[src/rtl/systolic_spi_host.sv]
// SPI mode-0 master: turns one register request into a {cmd, addr, data} frame
// and returns the trailing DATA_W bits sampled from miso; also syncs the accelerator irq.
module systolic_spi_host #(
  parameter int DATA_W  = 16,
  parameter int CLK_DIV = 2
) (
  input  logic              clk,
  input  logic              rst_n,
  input  logic              req_valid,
  output logic              req_ready,
  input  logic [7:0]        req_cmd,
  input  logic [7:0]        req_addr,
  input  logic [DATA_W-1:0] req_wdata,
  output logic              rsp_valid,
  output logic [DATA_W-1:0] rsp_rdata,
  output logic              busy,
  output logic              sclk,
  output logic              mosi,
  input  logic              miso,
  output logic              cs_n,
  input  logic              irq_in,
  output logic              irq_sync,
  output logic              irq_rise
);

  localparam int N  = 16 + DATA_W;
  localparam int NW = $clog2(N);
  localparam int CW = (CLK_DIV > 1) ? $clog2(CLK_DIV) : 1;

  typedef enum logic [2:0] {IDLE, SETUP, SHIFT, HOLD, GAP} state_t;

  state_t            state;
  logic [CW-1:0]     cnt;
  logic [NW-1:0]     bit_idx;
  logic [N-1:0]      shreg;
  logic [DATA_W-1:0] rx;
  logic              irq_meta;
  logic              last_half;

  assign last_half = (cnt == CW'(CLK_DIV - 1));

  always_ff @(posedge clk or negedge rst_n) begin
    if (!rst_n) begin
      state     <= IDLE;
      cnt       <= '0;
      bit_idx   <= '0;
      shreg     <= '0;
      rx        <= '0;
      req_ready <= 1'b1;
      busy      <= 1'b0;
      rsp_valid <= 1'b0;
      rsp_rdata <= '0;
      sclk      <= 1'b0;
      mosi      <= 1'b0;
      cs_n      <= 1'b1;
    end else begin
      rsp_valid <= 1'b0;
      case (state)
        IDLE: begin
          if (req_valid && req_ready) begin
            shreg     <= {req_cmd, req_addr, req_wdata};
            mosi      <= req_cmd[7];
            cs_n      <= 1'b0;
            busy      <= 1'b1;
            req_ready <= 1'b0;
            cnt       <= '0;
            bit_idx   <= '0;
            state     <= SETUP;
          end
        end
        SETUP: begin
          if (last_half) begin
            cnt   <= '0;
            sclk  <= 1'b1;
            rx    <= {rx[DATA_W-2:0], miso};
            state <= SHIFT;
          end else begin
            cnt <= cnt + 1'b1;
          end
        end
        // sclk itself tells which half-period just ended: falling edges shift mosi,
        // rising edges capture miso into a window that keeps only the newest DATA_W bits.
        SHIFT: begin
          if (last_half) begin
            cnt <= '0;
            if (sclk) begin
              sclk <= 1'b0;
              if (bit_idx == NW'(N - 1)) begin
                mosi  <= 1'b0;
                state <= HOLD;
              end else begin
                mosi    <= shreg[N-2];
                shreg   <= shreg << 1;
                bit_idx <= bit_idx + 1'b1;
              end
            end else begin
              sclk <= 1'b1;
              rx   <= {rx[DATA_W-2:0], miso};
            end
          end else begin
            cnt <= cnt + 1'b1;
          end
        end
        HOLD: begin
          if (last_half) begin
            cnt       <= '0;
            cs_n      <= 1'b1;
            rsp_valid <= 1'b1;
            rsp_rdata <= rx;
            state     <= GAP;
          end else begin
            cnt <= cnt + 1'b1;
          end
        end
        GAP: begin
          if (last_half) begin
            cnt       <= '0;
            req_ready <= 1'b1;
            busy      <= 1'b0;
            state     <= IDLE;
          end else begin
            cnt <= cnt + 1'b1;
          end
        end
        default: state <= IDLE;
      endcase
    end
  end

  // irq_rise is registered alongside irq_sync so it lines up with irq_sync's first high cycle.
  always_ff @(posedge clk or negedge rst_n) begin
    if (!rst_n) begin
      irq_meta <= 1'b0;
      irq_sync <= 1'b0;
      irq_rise <= 1'b0;
    end else begin
      irq_meta <= irq_in;
      irq_sync <= irq_meta;
      irq_rise <= irq_meta & ~irq_sync;
    end
  end

endmodule

[config.mk]
export PLATFORM = sky130hd
export DESIGN_NAME = systolic_spi_host
export DESIGN_NICKNAME = d
export VERILOG_FILES = /design/src/rtl/systolic_spi_host.sv
export SDC_FILE = /design/constraint.sdc
export NUM_CORES = 1
export LEC_CHECK = 0
export CORE_AREA = 4 4 82 92
export DETAILED_ROUTE_END_ITERATION = 10
export DIE_AREA = 0 0 86 96
export PLACE_DENSITY = 0.83
export SKIP_LAST_GASP = 1
export SLEW_MARGIN = 20
export SYNTH_ARGS = -nofsm -noshare
export SYNTH_HDL_FRONTEND = slang
export SYNTH_SLANG_ARGS = --single-unit
export TNS_END_PERCENT = 50
[constraint.sdc]
create_clock -name clk -period 6.95 [get_ports clk]
set_input_delay 0.695 -clock clk [delete_from_list [all_inputs] [get_ports clk]]
set_output_delay 0.695 -clock clk [all_outputs]
set_load 0.01 [all_outputs]
Word level (Yosys, flattened, before mapping)
Index checks and enable logic that the tools add are counted.
{"block": "word_totals", "register_bits": 81}
{"block": "classes", "addsub": 2, "n_eq_ne": 14, "n_mux": 41, "bitwise_logic": 2, "reduce_logical": 17}
{"operator": "$mux 31", "n": 4}
{"operator": "$pmux 31 s2", "n": 1}
{"operator": "$mux 16", "n": 3}
{"operator": "$pmux 16 s2", "n": 1}
{"operator": "$mux 3", "n": 7}
{"operator": "$mux 5", "n": 4}
{"operator": "$ne 2x2->1 const B", "n": 9}
{"operator": "$pmux 3 s5", "n": 1}
{"operator": "$mux 1", "n": 13}
{"operator": "$pmux 1 s2", "n": 6}
{"operator": "$pmux 5 s2", "n": 1}
{"operator": "$reduce_bool 2->1", "n": 5}
{"operator": "$reduce_and 3->1", "n": 3}
{"operator": "$reduce_and 4->1", "n": 2}
{"operator": "$reduce_and 7->1", "n": 1}
{"operator": "$eq 3x2->1 const B", "n": 2}
{"operator": "$add 5x1->5 const B", "n": 1}
{"operator": "$eq 5x5->1 const B", "n": 1}
{"operator": "$reduce_and 5->1", "n": 1}
{"operator": "$reduce_and 2->1", "n": 2}
{"operator": "$reduce_or 4->1", "n": 1}
{"operator": "$eq 3x1->1 const B", "n": 1}
{"operator": "$eq 3x3->1 const B", "n": 1}
{"operator": "$logic_not 3->1", "n": 1}
{"operator": "4 further kinds", "n": 4}

Longest topological paths before layout
{"block": "depth", "word_depth": 5, "ltp_mapped": 7, "depth_no_buf": 6}

Least setup slack after synthesis
Ideal clock, no wire load.
{"block": "synth_path", "path_type": "reg-to-reg", "start": "register bit_idx[0]", "end": "register shreg[14]", "arrival_time_ns": 2.078, "path_slack_ns": 4.746, "path_stages_with_launch": 8, "period_less_slack_ns": 2.204, "cell_sequence": "dfrtp_1 > ha_1 > and3_1 > ha_1 > nand2b_1 > a221oi_4 > buf_6 > mux2_4"}
{"block": "synth_between", "elab_chain_cells": 3}
{"item": "start: declaration", "line": "34", "rtl": "logic [NW-1:0] bit_idx;"}
{"item": "start signal: assignment", "line": "94", "rtl": "bit_idx <= bit_idx + 1'b1;"}
{"item": "$eq 5x5->1", "line": "88", "rtl": "if (bit_idx == NW'(N - 1)) begin"}
{"item": "$ne 2x2->1 (no source line)"}
{"item": "$reduce_and 5->1 (no source line)"}
{"item": "end signal: assignment", "line": "61", "rtl": "shreg <= {req_cmd, req_addr, req_wdata};"}
{"item": "end signal: assignment", "line": "93", "rtl": "shreg <= shreg << 1;"}
{"item": "end: declaration", "line": "35", "rtl": "logic [N-1:0] shreg;"}
No other way between the ends.
A chain may end at the register's enable or synchronous reset.

Final worst setup path
{"block": "layout_path", "start": "register state[1]", "end": "register shreg[14]"}
{"block": "layout_between", "elab_chain_cells": 3, "word_cells_on_any_way": 9, "classes_between": "eq/ne: 5; mux: 1; reduce/logical: 3"}
{"item": "start: declaration", "line": "32", "rtl": "state_t state;"}
{"item": "start signal: assignment", "line": "44", "rtl": "state <= IDLE;"}
{"item": "start signal: assignment", "line": "68", "rtl": "state <= SETUP;"}
{"item": "start signal: assignment", "line": "76", "rtl": "state <= SHIFT;"}
{"item": "$eq 3x2->1 / $logic_not 3->1 (equally long branches)", "line": "58", "rtl": "case (state)"}
{"item": "$ne 2x2->1 (no source line) / $reduce_bool 2->1 (equally long branches)"}
{"item": "$reduce_and 5->1 (no source line)"}
Several ways; a longest one is shown, not always the timed one.

==> results.json <==
{
  "clockBufferDepth": 2,
  "syn2layout_area_growth_pct": 22.9,
  "synth-warning-count": 0,
  "avgViaCountPerCell": 5.51,
  "path_clk_slew_ns": 0.08,
  "crit_arrival_ns": 2.78,
  "grt_pass1_wl_mm": 10.9,
  "num_vias": 2208,
  "synthDistinctLibCells": 40,
  "max_freq_mhz": 391,
  "fp.dieW_um": 86,
  "post_cts_buffers": 0,
  "synth_area_per_cell_um2": 14.6,
  "period_minus_slack_ns": 2.56,
  "synth_edf_count": 0,
  "syn-num-nets": 293,
  "dpl.hpwl_mm": 4.20,
  "reg2reg_setup_slack_ns": 4.39,
  "numClockSinks": 81,
  "relSlewSlack": 0.432,
  "syn_area_mm2": 0.00371,
  "grt_max_degree": 82,
  "yosysTopAreaCellShare": 0.533,
  "htree_levels": 3,
  "root_buffer": "clkbuf_8",
  "cts_buffers": 9,
  "tns_ns": 0,
  "synthTopCellsByCount": "83 x mux2_2, 79 x dfrtp_1, 10 x mux2_4",
  "ys_ff_latch": 81,
  "synth_area_leaders": "dfrtp_1 53%, mux2_2 25%, mux2_4 4.0%, dfstp_2 1.4%, buf_6 1.2%",
  "cts_hold_buf": 0,
  "leakage_nw": 2.01,
  "netlist.top_cell.by_area": "dfrtp_1",
  "wl_met3_um": 317,
  "grt_pass1_vias": 2364,
  "cts_tree": "built",
  "vdd_drop_max_mv": 0.115,
  "synth-seq-area-share": 0.547,
  "clk_latency_ns": 0.34,
  "io_pins": 61,
  "r2r-start": "state[1]",
  "synth.most_common_cell": "mux2_2",
  "drc": 0,
  "die_area_mm2": 0.00826,
  "cp_max_fo": 18,
  "syn_inst": 254,
  "crit_type": "flop to flop",
  "finalCritPeriodShare": 0.368,
  "fin_nets": 353,
  "reg2reg_depth": 4,
  "async_reset_ff_frac": 1.00,
  "gr-total-overflow": 0,
  "core_mm2": 0.00656,
  "antenna_found_initial": 0,
  "ant_nets": 0,
  "grt_use_total": 0.167,
  "num_rows": 31,
  "status": "completed",
  "setup_viol": 0,
  "routed_wl_mm": 6.45,
  "drive_gt1_frac": 0.386,
  "powerDensity_mw_per_mm2": 197,
  "die_y_um": 96,
  "hold_viol": 0,
  "dr_wl_met2_mm": 3.16,
  "slew_violations": 0,
  "hp-class": "input pin to async pin",
  "tightest_slew_ns": 0.851,
  "ctsResizeCount": 0,
  "cap_viol_max_count": 0,
  "rsz0062_at_grt": "no",
  "start_kind": "flop",
  "place_congestion": 0.770,
  "end_kind": "flop",
  "antennaDiodeCount": 0,
  "drt-met1-wl_mm": 2.92,
  "required_ns": 7.17,
  "timing.rr.end": "shreg[14]",
  "wl_per_cell_um": 16.1,
  "start_util": 0.566,
  "synth_ff_type": "dfrtp_1",
  "highest-signal-layer": "met4",
  "portBuffers": 60,
  "finClkSkew_ns": 0.00850,
  "drt_iter0_drc": 109,
  "crit_end": "shreg[14]",
  "final_util": 0.696,
  "crit_start": "state[1]",
  "first_pass_iters": 4
}
-- through the flow --
step	cells	area (um2)	setup WS (ns)	power [mW]	hold slack, ns
after floorplan	254	3710	4.75	0.514	0.347
after global placement	384	4330	4.29	0.547	0.352
after detailed placement	384	4330	4.26	0.549	0.362
after CTS	400	4540	4.37	0.911	0.381
after global routing	401	4560	4.21	0.939	0.384
final	401	4560	4.39	0.900	0.351
-- per-layer routing --
| layer | vias to the layer above | GRT usage |
|---|---|---|
| met2 | 59 | 0.269 |
| met1 | 1112 | 0.224 |
| li1 | 1031 | - |
| met3 | 6 | 0.0334 |
| met5 | - | 0 |
| met4 | 0 | 0.0660 |
-- placed cells by master, fill, tap and decap left out, types with 2 or more instances in the layout --
cell / instances
a21oi_1: 3
a31oi_1: 3
and3_1: 3
buf_4: 3
clkbuf_8: 12
clkdlybuf4s50_1: 59
clkinvlp_4: 2
dfrtp_1: 79
dfstp_2: 2
ha_1: 2
inv_1: 5
mux2_2: 83
mux2_4: 10
mux2i_1: 4
nand2_1: 7
nand2b_1: 2
nand3_1: 3
nand3b_1: 2
nor2_1: 2
nor2b_1: 5
nor3b_1: 2
o2bb2ai_1: 4
-- where the power goes --
group	internal, mW	switching, mW
Combinational	0.0355	0.0181
Sequential	0.482	0.00535
Clock	0.195	0.164
Total	0.712	0.188
-- cell families (layout without fill, tap and decap cells) --
family / Yosys count / after routing / share of synthesized area
multiplexers: 98 / 98 / 0.306
buffers and inverters: 19 / 84 / 0.0340
AO/OA/AOI/OAI: 19 / 19 / 0.0445
XOR/XNOR: 2 / 2 / 0.00472
AND/OR/NAND/NOR: 33 / 33 / 0.0573
flip-flops: 81 / 81 / 0.547
adder cells (fa/ha/maj): 2 / 2 / 0.00674
-- critical path: stages, from the launching register on --
cell and delay [ns]:
dfrtp_1 0.67, nor3b_4 0.76, buf_4 0.38, mux2_2 0.37, mux2_4 0.25
-- registers in the layout, indices dropped and copies added (netlist names) --
signal / count
bit_idx: 5
busy: 1
cnt: 1
cs_n: 1
irq_meta: 1
irq_rise: 1
irq_sync: 1
mosi: 1
req_ready: 1
rsp_rdata: 16
rsp_valid: 1
rx: 16
sclk: 1
shreg: 31
state: 3
-- how the worst min path moves through the flow --
| stage | cells past startpoint | start | endpoint | slack [ns] |
|---|---|---|---|---|
| 2_1_floorplan | 0 | irq_meta | irq_sync | 0.35 |
| 3_3_place_gp | 0 | irq_meta | irq_sync | 0.35 |
| 3_5_place_dp | 0 | irq_meta | irq_sync | 0.36 |
| 4_1_cts | 0 | irq_meta | irq_sync | 0.38 |
| 5_1_grt | 1 | rst_n | shreg[22] | 0.38 |
| 6_report | 1 | rst_n | irq_sync | 0.35 |
-- layout make-up --
| cell class | instances | area, um2 |
|---|---|---|
| Clock inverter | 4 | 50.0 |
| Inverter | 5 | 18.8 |
| Multi-Input combinational cell | 154 | 1560 |
| Tap cell | 82 | 103 |
| Fill cell | 498 | 1990 |
| Sequential cell | 81 | 2030 |
| Timing Repair Buffer | 63 | 633 |
| Clock buffer | 12 | 165 |
Power figures use the tool's default switching activity.
